File: config.mk
export PLATFORM = sky130hd
export DESIGN_NAME = mio_cli_st_pkt_relay
export DESIGN_NICKNAME = d
export VERILOG_FILES = /design/src/rtl/mio_cli_st_pkg.sv /design/src/rtl/mio_cli_st_sync_fifo.sv /design/src/rtl/mio_cli_st_pkt_relay.sv
export SDC_FILE = /design/constraint.sdc
export NUM_CORES = 1
export LEC_CHECK = 0
export ABC_AREA = 1
export CAP_MARGIN = 15
export CORE_UTILIZATION = 45
export DETAILED_ROUTE_END_ITERATION = 8
export PLACE_DENSITY = 0.66
export REMOVE_ABC_BUFFERS = 1
export SYNTH_ARGS = -nofsm -noshare
export SYNTH_HDL_FRONTEND = slang
export SYNTH_HIERARCHICAL = 1
export SYNTH_SLANG_ARGS = --single-unit
File: constraint.sdc
create_clock -name clk -period 2.7 [get_ports clk]
set_input_delay 0.405 -clock clk [delete_from_list [all_inputs] [get_ports clk]]
set_output_delay 0.405 -clock clk [all_outputs]
set_load 0.1 [all_outputs]
File: src/rtl/mio_cli_st_pkg.sv
// Shared types and widths for the bob->alice packet relay.
// Holds the output FSM state encoding, the header/counter widths and the saturating increment.
package mio_cli_st_pkg;

  localparam int HDR_W     = 8;
  localparam int PKT_CNT_W = 16;

  typedef enum logic [1:0] {
    ST_IDLE = 2'd0,
    ST_HDR  = 2'd1,
    ST_BODY = 2'd2
  } relay_state_t;

  function automatic logic [PKT_CNT_W-1:0] sat_inc(input logic [PKT_CNT_W-1:0] v);
    return (&v) ? v : v + 1'b1;
  endfunction

endpackage

File: src/rtl/mio_cli_st_sync_fifo.sv
// Single-clock FIFO with occupancy output and a combinational head read.
// A push while full or a pop while empty is ignored.
module mio_cli_st_sync_fifo #(
  parameter int DEPTH = 16,
  parameter int WIDTH = 9
) (
  input  logic                     clk,
  input  logic                     reset,
  input  logic                     push,
  input  logic [WIDTH-1:0]         wr_data,
  input  logic                     pop,
  output logic [WIDTH-1:0]         rd_data,
  output logic                     full,
  output logic                     empty,
  output logic [$clog2(DEPTH):0]   level
);

  localparam int AW = $clog2(DEPTH);
  localparam logic [AW:0] FULL_LVL = (AW+1)'(DEPTH);

  logic [WIDTH-1:0] mem [DEPTH];
  logic [AW-1:0]    wr_ptr;
  logic [AW-1:0]    rd_ptr;
  logic             do_push;
  logic             do_pop;

  assign full    = (level == FULL_LVL);
  assign empty   = (level == '0);
  assign do_push = push && !full;
  assign do_pop  = pop && !empty;
  assign rd_data = mem[rd_ptr];

  always_ff @(posedge clk or posedge reset) begin
    if (reset) begin
      wr_ptr <= '0;
      rd_ptr <= '0;
      level  <= '0;
    end else begin
      if (do_push) wr_ptr <= wr_ptr + 1'b1;
      if (do_pop)  rd_ptr <= rd_ptr + 1'b1;
      case ({do_push, do_pop})
        2'b10:   level <= level + 1'b1;
        2'b01:   level <= level - 1'b1;
        default: level <= level;
      endcase
    end
  end

  // Storage needs no reset: it is only read while level says it holds valid data.
  always_ff @(posedge clk) begin
    if (do_push) mem[wr_ptr] <= wr_data;
  end

endmodule

File: src/rtl/mio_cli_st_pkt_relay.sv
// Relays bob packets to alice, prefixing each with an 8-bit sequence-number header.
// Bytes are buffered in a FIFO; the header goes out as soon as the first byte is stored.
//
//   state   | meaning
//   --------+-------------------------------------------------------------
//   IDLE    | no packet in progress, waiting for a buffered byte
//   HDR     | presenting sequence-number header to alice
//   BODY    | forwarding buffered bytes until the byte tagged last is taken
module mio_cli_st_pkt_relay
  import mio_cli_st_pkg::*;
#(
  parameter int DEPTH  = 16,
  parameter int DATA_W = 8
) (
  input  logic                   clk,
  input  logic                   reset,
  input  logic                   bob_valid,
  output logic                   bob_ready,
  input  logic [DATA_W-1:0]      bob_data,
  input  logic                   bob_last,
  output logic                   alice_valid,
  input  logic                   alice_ready,
  output logic [DATA_W-1:0]      alice_data,
  output logic                   alice_last,
  output logic [PKT_CNT_W-1:0]   pkt_count,
  output logic [$clog2(DEPTH):0] fifo_level
);

  relay_state_t     state_q;
  relay_state_t     state_d;
  logic [HDR_W-1:0] seq_q;
  logic             accept_en;
  logic             fifo_full;
  logic             fifo_empty;
  logic             fifo_push;
  logic             fifo_pop;
  logic [DATA_W:0]  fifo_head;
  logic             pkt_done;

  // Holds bob_ready low for the first cycle out of reset.
  always_ff @(posedge clk or posedge reset) begin
    if (reset) accept_en <= 1'b0;
    else       accept_en <= 1'b1;
  end

  assign bob_ready = accept_en && !fifo_full;
  assign fifo_push = bob_valid && bob_ready;

  mio_cli_st_sync_fifo #(
    .DEPTH (DEPTH),
    .WIDTH (DATA_W + 1)
  ) u_fifo (
    .clk     (clk),
    .reset   (reset),
    .push    (fifo_push),
    .wr_data ({bob_last, bob_data}),
    .pop     (fifo_pop),
    .rd_data (fifo_head),
    .full    (fifo_full),
    .empty   (fifo_empty),
    .level   (fifo_level)
  );

  always_ff @(posedge clk or posedge reset) begin
    if (reset) state_q <= ST_IDLE;
    else       state_q <= state_d;
  end

  always_comb begin
    state_d     = state_q;
    alice_valid = 1'b0;
    alice_data  = '0;
    alice_last  = 1'b0;
    fifo_pop    = 1'b0;
    pkt_done    = 1'b0;
    case (state_q)
      ST_IDLE: begin
        if (!fifo_empty) state_d = ST_HDR;
      end
      ST_HDR: begin
        alice_valid = 1'b1;
        alice_data  = DATA_W'(seq_q);
        if (alice_ready) state_d = ST_BODY;
      end
      ST_BODY: begin
        // Outputs follow the FIFO head, which cannot move while alice stalls.
        if (!fifo_empty) begin
          alice_valid = 1'b1;
          alice_data  = fifo_head[DATA_W-1:0];
          alice_last  = fifo_head[DATA_W];
          if (alice_ready) begin
            fifo_pop = 1'b1;
            if (fifo_head[DATA_W]) begin
              pkt_done = 1'b1;
              state_d  = ST_IDLE;
            end
          end
        end
      end
      default: state_d = ST_IDLE;
    endcase
  end

  always_ff @(posedge clk or posedge reset) begin
    if (reset) begin
      seq_q     <= '0;
      pkt_count <= '0;
    end else if (pkt_done) begin
      seq_q     <= seq_q + 1'b1;
      pkt_count <= sat_inc(pkt_count);
    end
  end

endmodule

## Word level (Yosys, flattened, before mapping)

Memory sizes are Yosys's and may differ from the RTL's.
Index checks and enable logic that the tools add are counted.

- Register bits after elaboration: 40
- RAM bits: 144
- Input port bits: 13
- Output and inout port bits: 32
- Memories: 1

- Add/sub/neg operators: 6
- Equal/unequal tests: 10
- Mux-type cells: 22
- Bitwise logic cells: 1
- Reduce and logical (&&, ||, !) cells: 12

Memory list:

| name | words | width | read ports | clocked after memory_dff | wr ports | RTL line | text |
|---|---|---|---|---|---|---|---|
| u_fifo.mem | 16 | 9 | 1 | 0 | 1 | mio_cli_st_sync_fifo.sv:21 | `logic [WIDTH-1:0] mem [DEPTH];` |

Operators with widths:

| cell | count |
|---|---|
| adder 16 x 1 -> 16 bit (second input constant) | 1 |
| case mux 8 bit (2 select lines) | 1 |
| AND reduction 16 bit | 1 |
| 2-to-1 mux 1 bit | 12 |
| 2-to-1 mux 2 bit | 5 |
| inequality test 2 bit (second input constant) | 5 |
| case mux 5 bit (2 select lines) | 1 |
| adder 4 x 1 -> 4 bit (second input constant) | 2 |
| adder 8 x 1 -> 8 bit (second input constant) | 1 |
| 2-to-1 mux 8 bit | 1 |
| case mux 2 bit (3 select lines) | 1 |
| adder 5 x 1 -> 5 bit (second input constant) | 1 |
| == test 5 bit (second input constant) | 1 |
| zero test 5 bit | 1 |
| AND reduction 5 bit | 1 |
| subtractor 5 x 1 -> 5 bit (second input constant) | 1 |
| == test 2 x 1 -> 1 bit (second input constant) | 2 |
| == test 2 bit (second input constant) | 2 |
| logical AND 1 bit | 4 |
| zero test 1 bit | 2 |
| zero test 2 bit | 1 |
| case mux 1 bit (2 select lines) | 1 |
| AND reduction 2 bit | 1 |
| nonzero test 2 bit | 1 |
| inverter 1 bit | 1 |

## Logic depth before layout (Yosys ltp)

- Word-level depth: 7
- Depth in mapped cells: 20
- Depth with buffers taken out: 19

## Modules after synthesis

The synthesis kept the hierarchy.

By module, submodules not included:

| module | times used | cells an instance | area an instance (µm²) | sequential area each (µm²) |
|---|---|---|---|---|
| mio_cli_st_sync_fifo | 1 | 686 | 6,934.2 | 4,649.5 |
| mio_cli_st_pkt_relay | 1 | 271 | 1,919.3 | 675.6 |

## Least setup slack after synthesis

Ideal clock, no wire load.

- Kind: reg-to-output
- Start point: reg u_fifo.level[1]
- End point: out alice_valid
- Arrival time: 3.116 ns
- Data required time: 2.295 ns
- Path slack: -0.821 ns
- Cell stages (with the launch flop): 8
- Buffers on the path: 1
- Path through: dfrtp_1 > inv_1 > nand4_1 > inv_1 > inv_2 > buf_6 > nand2_1 > a21oi_1

- Cells in the longest elaborated chain, start to end: 3

Ends and longest elaborated chain:

| element | RTL line | text |
|---|---|---|
| start, declared | mio_cli_st_sync_fifo.sv:15 | `output logic [$clog2(DEPTH):0] level` |
| start signal, assigned | mio_cli_st_sync_fifo.sv:42 | `2'b10: level <= level + 1'b1;` |
| start signal, assigned | mio_cli_st_sync_fifo.sv:43 | `2'b01: level <= level - 1'b1;` |
| start signal, assigned | mio_cli_st_sync_fifo.sv:44 | `default: level <= level;` |
| zero test 5 bit | mio_cli_st_sync_fifo.sv:28 | `assign empty = (level == '0);` |
| via fifo_empty | mio_cli_st_pkt_relay.sv:34 | `logic fifo_empty;` |
| 2-to-1 mux 1 bit | mio_cli_st_pkt_relay.sv:87 | `if (!fifo_empty) begin` |
| case mux 1 bit (2 select lines) | mio_cli_st_pkt_relay.sv:76 | `case (state_q)` |
| end, declared | mio_cli_st_pkt_relay.sv:21 | `output logic alice_valid,` |

The timed path passes the listed nets, and every way through them passes these cells.

## Worst setup path in the final report

- Start point: reg u_fifo.rd_ptr[0]
- End point: out alice_data[1]

- Cells in the longest elaborated chain, start to end: 3

Ends and longest elaborated chain:

| element | RTL line | text |
|---|---|---|
| start, declared | mio_cli_st_sync_fifo.sv:23 | `logic [AW-1:0] rd_ptr;` |
| start signal, assigned | mio_cli_st_sync_fifo.sv:40 | `if (do_pop) rd_ptr <= rd_ptr + 1'b1;` |
| memory read (16 x 9 bit) | -- |  |
| via fifo_head[1] | mio_cli_st_pkt_relay.sv:37 | `logic [DATA_W:0] fifo_head;` |
| 2-to-1 mux 8 bit | mio_cli_st_pkt_relay.sv:87 |  |
| case mux 8 bit (2 select lines) | mio_cli_st_pkt_relay.sv:76 |  |
| end, declared | mio_cli_st_pkt_relay.sv:23 | `output logic [DATA_W-1:0] alice_data,` |

The timed path passes the listed nets, and every way through them passes these cells.

==> out/results.tsv <==
metric	value	unit
GR peak layer	met2	
YS warnings	6	
final setup fails	3	
crit path DAT	2.31	ns
CP max FO	5	
GRT Total Usage	19.8	%
crit path time final	2.72	ns
first-pass GRT wire length	30.3	mm
hold crit path type	input port to async pin	
die height	142	um
final net count	1057	
Port Buffers	44	
htree depth	4	
synth unique cells	35	
Post-Layout Cell Count	1299	
Area Overhead vs Synth	18.1	%
cell taking the most area after synthesis	edfxtp_1	
mux cell area share after synthesis	0	%
Ports	45	
Seq cells post-synth	184	
Worst Setup Start Kind	flip-flop	
DRT Pass-1 Iters	5	
largest net degree at the start of global routing	37	
failing checks	setup timing	
largest family of logic cells by synthesized area	simple AND/OR/NAND/NOR gates	
Antenna Violating Nets Remaining	0	
DR vias	6234	
Final Util	55.0	%
clk_skew	0.0137	ns
PD cells	1050	nW/um2
LEAKAGE	4.59	nW
most instantiated cells after synthesis	359 x nand2_1, 144 x edfxtp_1, 112 x inv_1	
crit path kind	flip-flop to primary output	
CTS hold repair buffers	0	
DP Cell Count	1263	
final WL	18.9	mm
Critical Path RT	2.30	ns
Syn Area/Cell	9.25	um2
post-synthesis cell count	957	
initial core utilization	46.6	%
dpl ws	0.238	ns
WL per Instance	14.5	um
antenna diode count	0	
Slew Viols, Final	0	
GPL Wtd Cong	0.864	
grt total ovfl	0	
crit end category	primary output	
post-synth top area share	48.8	%
slew at the pin closest to its max-slew limit	0.771	ns
Final HPWL DP	12.6	mm
max_cap viols	0	
initial DRC count	377	
CTS root buffer	clkbuf_16	
DRC Markers	0	
Fin Hold WS	0.338	ns
ranking of synthesized cells by area	edfxtp_1 49%, nand2_1 15%, dfrtp_1 11%	
number of global-route vias before repair	5874	
CTS tree	done	
CTS Buffer Depth	2	
Max Fclk	368	MHz
fin crit share	101	%
most common cell in the netlist	nand2_1	
Post-Synth Simple-Gate Area	26.9	%
Post-Synth XOR/XNOR Area	1.78	%
cell area after placement	9720	um2
cts bufs inserted	17	
via/cell ratio	4.80	
post-synthesis adder-cell area fraction	2.63	%
sequential fraction of the synthesis area	60.1	%
GR Layer Usage met3	3.97	%
die width	142	um
met2 GRT Util	32.7	%
later-pin clock latency in the skew report	0.44	ns
design area	10500	um2
Syn Std Cell Area	8850	um2
status	complete, but fails checks	
VDD IR-drop max	541	uV
post-synthesis compound-gate area fraction	1.46	%
Rows	50	
setup TNS	-0.0228	ns
Tot Pwr	11.0	mW
Clock Sinks	184	
Slew Limit Headroom	48.5	%
Hold Fails Final Rpt	0	
unrepaired setup endpoints after global routing	true	
Clk pin slew, worst setup/hold paths	0.07	ns
asr flop ratio synth	21.7	%
Core ar.	19000	um2
EDFF count, synth	144	
Final WS setup	-0.0155	ns
die area	20200	um2
share of cells above drive strength 1	14.7	%
ys flop type	edfxtp_1	
initial antenna violation count	0	
GRT met1 Usage	26.7	%
-- registers in the layout, summed over array words and instances, names as in the netlist --
| register | count |
|---|---|
| u_fifo/mem | 144 |
| pkt_count | 16 |
| seq_q | 8 |
| u_fifo/level | 5 |
| u_fifo/rd_ptr | 4 |
| u_fifo/wr_ptr | 4 |
| state_q | 2 |
| accept_en | 1 |
-- kinds of logic after synthesis --
| family | after synthesis |
|---|---|
| DFF | 184 |
| buffers and inverters | 147 |
| adders and majority gates | 18 |
| xor gates and xnor gates | 18 |
| other | 1 |
| and+or+nand+nor | 566 |
| AOI/OAI and AO/OA | 23 |
-- cell type report --
class / instances / area, um2
multi-input cells: 626 / 2990
repair inverters: 1 / 5.00
inverters: 119 / 454
flip-flops and latches: 184 / 5330
repair buffers: 77 / 793
clock buffers: 17 / 425
fillers: 1725 / 8560
well taps: 260 / 325
clock inverters: 15 / 140
-- critical path, cell delays in order (launching register included) --
cell	delay, ns
dfrtp_2	0.51
clkinv_4	0.14
buf_4	0.13
buf_4	0.10
nand2_1	0.04
nand2_1	0.05
nand2_1	0.06
nand3_1	0.12
nand2_1	0.10
nand2_1	0.10
nand3_1	0.10
a21oi_2	0.23
buf_12	0.21
-- layer usage --
metal	part of all wire [%]	wire, um
met2	48	9030
met5	0	0
met4	1.2	231
met1	46	8710
met3	4.7	885
-- cell usage in the layout, fill, tap and decap left out, types with 2 or more instances in the layout --
cell and instances:
a21oi_2 7, buf_12 13, buf_4 48, buf_6 2
buf_8 2, clkbuf_16 17, clkdlybuf4s50_1 12, clkinv_1 2
clkinv_2 3, clkinv_4 6, clkinv_8 2, dfrtp_1 38
dfrtp_2 2, edfxtp_1 144, ha_1 15, ha_2 2
inv_1 111, inv_2 4, inv_6 4, nand2_1 354
nand2_2 11, nand3_1 75, nand3_2 6, nand4_1 10
nor2_1 91, nor2_2 8, nor2_4 4, o21ai_0 9
o21ai_2 3, xnor2_1 5, xor2_1 13
-- what timing repair did --
item                                    in CTS  in global routing
gates cloned                                 0                  1
endpoints found under the setup margin       9                 10
gates resized for setup                     11                 30
pin swaps                                    0                  7
buffers inserted                             0                  3
-- final timing paths --
path,start,slack (ns),cells after the start,to
min reg2reg,seq_q[5],0.52,1,seq_q[5]
max in group asynchronous,reset,1.98,2,u_fifo/rd_ptr[1]
min,reset,0.34,2,u_fifo/level[0]
max reg2reg,u_fifo/level[0],0.34,15,u_fifo/level[4]
max,u_fifo/rd_ptr[0],-0.02,12,alice_data[1]
min in group clk,seq_q[5],0.52,1,seq_q[5]
-- where the power goes --
part / total, mW / leakage [nW] / internal, mW / switching, mW
Sequential: 3.69 / 1.81 / 3.36 / 0.326
Combinational: 4.91 / 2.51 / 1.49 / 3.42
Clock: 2.36 / 0.276 / 1.21 / 1.15
Total: 11.0 / 4.59 / 6.06 / 4.90
Note: power is estimated with default switching activity, not from simulation.
